$ cat src/rtl/cpu_types_pkg.sv
// rtl/cpu_types_pkg.sv - shared RAM status type for the memory subsystem
package cpu_types_pkg;

  typedef enum logic [1:0] {
    FREE   = 2'b00,
    BUSY   = 2'b01,
    ACCESS = 2'b10,
    ERROR  = 2'b11
  } ramstate_t;

endpackage

$ cat src/rtl/ram_arbiter.sv
// rtl/ram_arbiter.sv - NREQ-way single-port RAM arbiter (IDLE/XFER, one access at a time)
// Define RAM_ARB_RR_EN for round-robin arbitration; fixed lowest-index priority otherwise.
module ram_arbiter
  import cpu_types_pkg::*;
#(
  parameter int NREQ = 4
) (
  input  logic                       CLK,
  input  logic                       nRST,
  input  logic [NREQ-1:0]            req_ren,
  input  logic [NREQ-1:0]            req_wen,
  input  logic [NREQ-1:0][31:0]      req_addr,
  input  logic [NREQ-1:0][31:0]      req_store,
  input  ramstate_t                  ramstate,
  input  logic [31:0]                ramload,
  output logic [31:0]                ramaddr,
  output logic [31:0]                ramstore,
  output logic                       ramREN,
  output logic                       ramWEN,
  output logic [NREQ-1:0]            req_wait,
  output logic [31:0]                req_load,
  output logic [NREQ-1:0]            grant,
  output logic                       err
);

  localparam int IW = (NREQ > 1) ? $clog2(NREQ) : 1;
  localparam logic [NREQ-1:0] ONE = NREQ'(1);

  typedef enum logic {IDLE, XFER} state_t;

  state_t          state;
  logic [IW-1:0]   owner;
  logic [IW-1:0]   last_grant;
  logic [IW-1:0]   winner;
  logic [NREQ-1:0] req_any;
  logic            any_req;
  logic            owner_active;
  logic            done;
  logic            abort;

  assign req_any      = req_ren | req_wen;
  assign any_req      = |req_any;
  assign owner_active = (state == XFER) && req_any[owner];
  assign done         = owner_active && (ramstate == ACCESS);
  assign abort        = (state == XFER) && !req_any[owner];

`ifdef RAM_ARB_RR_EN
  // Walk candidates in reverse search order so the first hit after last_grant is kept.
  always_comb begin
    int k;
    k = 0;
    winner = '0;
    for (int i = NREQ - 1; i >= 0; i--) begin
      k = int'(last_grant) + 1 + i;
      if (k >= NREQ) k = k - NREQ;
      if (req_any[IW'(k)]) winner = IW'(k);
    end
  end
`else
  always_comb begin
    winner = '0;
    for (int i = NREQ - 1; i >= 0; i--) begin
      if (req_any[IW'(i)]) winner = IW'(i);
    end
  end
`endif

  always_ff @(posedge CLK or negedge nRST) begin
    if (!nRST) begin
      state      <= IDLE;
      owner      <= '0;
      last_grant <= IW'(NREQ - 1);
      grant      <= '0;
    end else begin
      case (state)
        IDLE: begin
          if (any_req) begin
            state <= XFER;
            owner <= winner;
            grant <= ONE << winner;
          end
        end
        XFER: begin
          if (abort) begin
            state <= IDLE;
            grant <= '0;
          end else if (done) begin
            state      <= IDLE;
            grant      <= '0;
            last_grant <= owner;
          end
        end
        default: begin
          state <= IDLE;
          grant <= '0;
        end
      endcase
    end
  end

  // Command and completion are combinational so ACCESS completes in the cycle it is seen.
  always_comb begin
    ramaddr  = '0;
    ramstore = '0;
    ramREN   = 1'b0;
    ramWEN   = 1'b0;
    req_wait = '1;
    err      = 1'b0;
    if (state == XFER) begin
      ramaddr  = req_addr[owner];
      ramstore = req_store[owner];
      if (owner_active) begin
        ramWEN = req_wen[owner];
        ramREN = req_ren[owner] & ~req_wen[owner];
        err    = (ramstate == ERROR);
        if (ramstate == ACCESS) req_wait[owner] = 1'b0;
      end
    end
  end

  assign req_load = ramload;

  assert property (@(posedge CLK) disable iff (!nRST) $onehot0(grant));
  assert property (@(posedge CLK) disable iff (!nRST)
                   ({1'b0, last_grant} < (IW + 1)'(NREQ)));

endmodule

$ cat config.mk
export PLATFORM = sky130hd
export DESIGN_NAME = ram_arbiter
export DESIGN_NICKNAME = d
export VERILOG_FILES = /design/src/rtl/cpu_types_pkg.sv /design/src/rtl/ram_arbiter.sv
export SDC_FILE = /design/constraint.sdc
export NUM_CORES = 1
export LEC_CHECK = 0
export CAP_MARGIN = 25
export CORE_AREA = 2 2 158 160
export DETAILED_ROUTE_END_ITERATION = 8
export DIE_AREA = 0 0 160 162
export GPL_TIMING_DRIVEN = 0
export PLACE_DENSITY = 0.43
export SYNTH_ARGS = -nofsm -noshare
export SYNTH_HDL_FRONTEND = slang
export SYNTH_SLANG_ARGS = --single-unit
$ cat constraint.sdc
create_clock -name CLK -period 2.4 [get_ports CLK]
set_clock_uncertainty 0.2 [all_clocks]
set_input_delay 0.36 -clock CLK [delete_from_list [all_inputs] [get_ports CLK]]
set_output_delay 0.36 -clock CLK [all_outputs]
set_load 0.1 [all_outputs]
; ---- Yosys cells after proc, flatten, opt, wreduce, memory -nomap -nowiden
; Index checks and enable logic that the tools add are counted.
[totals]
regBits = 7
elab_cells = 56
out_inout_bits = 107
[classes]
n_reduce_logical = 8
n_bitwise = 5
n_shift = 1
magnitude_cmp = 2
muxes = 33
eq_ne = 4
[ops]
columns = operator, count
row1 = $bmux 32 s2, 2
row2 = $mux 32, 4
row3 = $mux 4, 6
row4 = $mux 1, 13
row5 = $pmux 4 s2, 1
row6 = $bmux 1 s2, 3
row7 = $eq 2x2->1 const B, 2
row8 = $logic_and 1x1->1, 4
row9 = $mux 2, 2
row10 = $not 4->4, 1
row11 = $or 4x4->4, 1
row12 = $reduce_and 2->1, 2
row13 = $reduce_or 4->1, 1
row14 = $shl 1x2->4 const A, 1
row15 = $lt 2x3->1 const B, 1
row16 = $ne 3x1->1 const B, 1
row17 = $demux 1 s2, 1
row18 = $ge 2x1->1 const B, 1
row19 = $ne 2x2->1 const B, 1
row20 = $not 1->1, 2
row21 = $pmux 1 s2, 1
row22 = $and 1x1->1, 1
row23 = $logic_not 1->1, 1

; ---- Logic depth before layout (Yosys ltp)
[depth]
word_depth = 8
mapped_depth = 4

; ---- Worst setup path before layout
; Ideal clock, no wire load.
[synth_path]
path_kind = reg-to-output
start = register state
end = output ramREN
slack_ps = -339
t_arrival_ps = 2179
t_required_ps = 1840
path_stages_with_launch = 4
cell_sequence = dfrtp_1 > clkbuf_1 > clkbuf_1 > nor2b_1
[synth_via]
elab_chain_len = 3
[synth_rtl]
columns = element, line
row1 = "start, declared", ram_arbiter.sv:31  ; state_t state;
row2 = "start signal, assigned", ram_arbiter.sv:70  ; state <= IDLE;
row3 = "start signal, assigned", ram_arbiter.sv:78  ; state <= XFER;
row4 = "start signal, assigned", ram_arbiter.sv:85  ; state <= IDLE;
row5 = $logic_and 1x1->1, ram_arbiter.sv:43  ; assign owner_active = (state == XFER) && req_any[owner];
row6 = $mux 1, ram_arbiter.sv:112  ; if (owner_active) begin
row7 = $mux 1 *, ram_arbiter.sv:109  ; if (state == XFER) begin
row8 = "end, declared", ram_arbiter.sv:18  ; output logic ramREN,
; Every way passes the cells marked *; elsewhere a longest branch is shown, timed or not.

; ---- Worst setup path after layout
[layout_path]
start = input req_wen[0]
end = output err
[layout_via]
elab_chain_len = 6
[layout_rtl]
columns = element, line
row1 = "start, declared", ram_arbiter.sv:11  ; input logic [NREQ-1:0] req_wen,
row2 = $or 4x4->4, ram_arbiter.sv:41  ; assign req_any = req_ren | req_wen;
row3 = $bmux 1 s2, ram_arbiter.sv:43
row4 = $mux 1 (not written as such), ram_arbiter.sv:43
row5 = $logic_and 1x1->1, ram_arbiter.sv:43
row6 = $mux 1, ram_arbiter.sv:112
row7 = $mux 1, ram_arbiter.sv:109
row8 = "end, declared", ram_arbiter.sv:23  ; output logic err
; Every way passes these cells. The select of a mux whose other input is x is not followed.

==> out/qor.csv <==
stage,metric,value,unit
outcome,outcome,completed,
yosys,synth_compound_area_share,4.65,%
yosys,syn_area_per_cell,7.79,sq um
timing,finalHoldViolCount,0,
floorplan,design.die.area,25900,sq um
setup_path,reg2reg_slack,810,ps
yosys,synth_top_family_by_area,multiplexers,
timing,setup_ws,58.1,ps
cts,cts_sinks,4,
flow_run,max-cap-violations,0,
yosys,syn-instance-count,214,
yosys,ys_top_cells_by_count,"nor2b_1, mux2i_1, buf_4, buf_2, clkbuf_1",
final_layout,final_core_util,19.0,%
floorplan,core_area,24100,sq um
timing,layout_min_cycle_time,2340,ps
yosys,async_flop_share,100,%
placed_design,routabilityCongestion,0.810,
power,power.density,1570,nW/um^2
final_layout,area_growth,175,%
yosys,synth_area_leaders,"mux2i_1, nor2b_1, buf_4",
global_route,globalRouteTotalUtil,6.78,%
cts,postCtsSetupBuffers,0,
timing,final-setup-viol-count,0,
setup_path,rr_worst_depth,4,
setup_path,crit_path_start_kind,input port,
cts,cts_tree,built,
floorplan,pin_count,407,
timing,final_min_period_over_clock_period,97.6,%
setup_path,crit_required,1840,ps
cts,htree_levels,1,
setup_path,r2r-end,grant[0]$_DFFE_PN0P_,
yosys,yosys.area_share.adder,0,%
cts,numCtsBuffers,3,
cts,clockRootBuffer,clkbuf_16,
yosys,seq_area_frac_synth,6.00,%
yosys,synth_edf_count,0,
global_route,grt-ovfl-total,0,
cts,cts_max_path_buffers,2,
placed_design,dpl.hpwl,8310,um
yosys,synth-simple-area-share,28.8,%
yosys,ys.flop_type,dfrtp_1,
drt,antenna_left,0,
power,leakage,2.01,nW
drt,num_vias,2416,
setup_path,end_kind,primary output,
drt,viasPerCell,3.08,
floorplan,initial_utilization,6.92,%
cts,cts_hold_buf,0,
yosys,synth_top_area_share,39.0,%
floorplan,die_y,162,um
placed_design,place_ws,-903,ps
yosys,synth.most_common_cell,nor2b_1,
placed_design,numPortBuffers,242,
timing,slew_violations,0,
floorplan,die_w,160,um
global_route,grt_pass1_wl,14000,um
timing,slew_headroom,32.9,%
yosys,yosys.cell_types.count,27,
global_route,grt_max_degree,11,
drt,wl_per_cell,12.1,um
yosys,yosys_warnings,0,
yosys,ys_ff_latch,4,
drt,drt_drc_violations_left,0,
yosys,synthesis.area,1670,sq um
power,ir_drop,761,uV
timing,rsz0062_at_grt,no,
timing,fmax,427,MHz
floorplan,std_cell_rows,57,
hold_path,min_path_type,input port to asynchronous set/reset pin,
global_route,grt_pass1_vias,2578,
setup_path,path_class,input port to primary output,
yosys,synth_mux_area_share,39.0,%
setup_path,cp_max_fo,4,
drt,wirelength,9520,um
setup_path,r2r_start,owner[0]$_DFFE_PN0P_,
yosys,synth-xor-area-share,0,%
drt,initialDrtViolationCount,34,
global_route,antenna_found_initial,1,
drt,drt_pass1_iterations,4,
cts,clk_pin_slew_worst_paths,30,ps
timing,tightest_slew,1000,ps
setup_path,crit_arrival,1780,ps
final_layout,num-nets-final,762,
cts,worstSkewPairLatency,220,ps
yosys,synth_top_area_cell,mux2i_1,
final_layout,drive_gt1_share,40.7,%
==> routing by layer <==
layer	part of all wire, %	vias up	track usage (%)
met2	54	157	13.5
met5	0	-	0
li1	-	1172	-
met1	35	1085	6.93
met3	9.9	2	2.25
met4	0.60	0	1.23
==> metrics by stage <==
| stage | setup TNS [ps] | instance area [sq um] | hold slack, ps | total power [mW] | cells |
|---|---|---|---|---|---|
| 2_1_floorplan | 0 | 1840 | -136 | 5.58 | 216 |
| 3_3_place_gp | -55170 | 4670 | 372 | 7.19 | 782 |
| 3_5_place_dp | -57380 | 4670 | 382 | 7.21 | 782 |
| 4_1_cts | 0 | 4540 | 146 | 7.26 | 784 |
| 5_1_grt | 0 | 4580 | 164 | 7.48 | 784 |
| 6_report | 0 | 4590 | 145 | 7.21 | 785 |
==> timing repair <==
| item | in CTS | in global routing |
|---|---|---|
| gates resized for setup | 404 | 17 |
| pin swaps | 0 | 0 |
| endpoints found under the hold margin | 0 | 0 |
| endpoints found under the setup margin | 69 | 35 |
==> cells by family after synthesis <==
kind of cell	Yosys count
simple gates	78
mux	65
buf+inv	55
compound gates	10
flops	4
other cells	2
==> worst max-delay path by stage <==
stage / from / end / slack [ps] / cells past startpoint
floorplan: owner[0]$_DFFE_PN0P_ / req_wait[0] / 120 / 4
global placement: state$_DFF_PN0_ / ramaddr[1] / -870 / 4
detailed placement: state$_DFF_PN0_ / ramaddr[0] / -900 / 4
CTS: state$_DFF_PN0_ / ramaddr[20] / 0.8 / 3
global route: state$_DFF_PN0_ / ramaddr[18] / 4 / 3
finish: req_wen[0] / err / 60 / 5
==> layout by cell type, fill, tap and decap left out <==
| master | instances |
|---|---|
| clkdlybuf4s50_1 | 172 |
| buf_4 | 89 |
| nor2b_2 | 66 |
| mux2i_1 | 65 |
| clkbuf_4 | 11 |
| buf_2 | 11 |
| clkbuf_1 | 5 |
| conb_1 | 4 |
| inv_1 | 3 |
| nor2_1 | 3 |
| clkbuf_16 | 3 |
| dfrtp_1 | 3 |
| clkbuf_2 | 2 |
| diode_2 | 1 |
| or2_4 | 1 |
| or3b_1 | 1 |
| o211a_1 | 1 |
| nor2b_1 | 1 |
| nand3b_1 | 1 |
| and3_1 | 1 |
| nand3_1 | 1 |
| a32oi_1 | 1 |
| nand2b_1 | 1 |
| o2111ai_1 | 1 |
| nor4_1 | 1 |
| a31o_2 | 1 |
| nand2_1 | 1 |
| a311o_1 | 1 |
| o21ai_0 | 1 |
| a21oi_1 | 1 |
| o22a_1 | 1 |
| a31oi_1 | 1 |
| o22ai_1 | 1 |
| dlymetal6s2s_1 | 1 |
| buf_6 | 1 |
| buf_12 | 1 |
| dfrtp_2 | 1 |
==> registers in the layout, indices dropped and copies added, names as in the netlist <==
signal and flops:
grant 2, state 1, owner 1
==> area by class of cell <==
type | instances | area [sq um]
Fill cell | 2743 | 19500
Antenna cell | 1 | 2.50
Inverter | 3 | 11.3
Clock buffer | 3 | 75.1
Sequential cell | 4 | 101
Buffer | 51 | 352
Tap cell | 324 | 405
Timing Repair Buffer | 242 | 2250
Multi-Input combinational cell | 157 | 1390
==> power by group <==
| part | leakage, nW | switching (mW) | internal [mW] |
|---|---|---|---|
| clock network | 0.0370 | 0.0446 | 0.213 |
| registers | 0.0476 | 0.0494 | 0.0997 |
| logic | 1.93 | 5.09 | 1.72 |
==> worst max-delay path, stage by stage <==
cell	delay, ps
clkdlybuf4s50_1	480
or2_4	300
o211a_1	240
and3_1	210
buf_6	190
(Power assumes the default switching activity.)
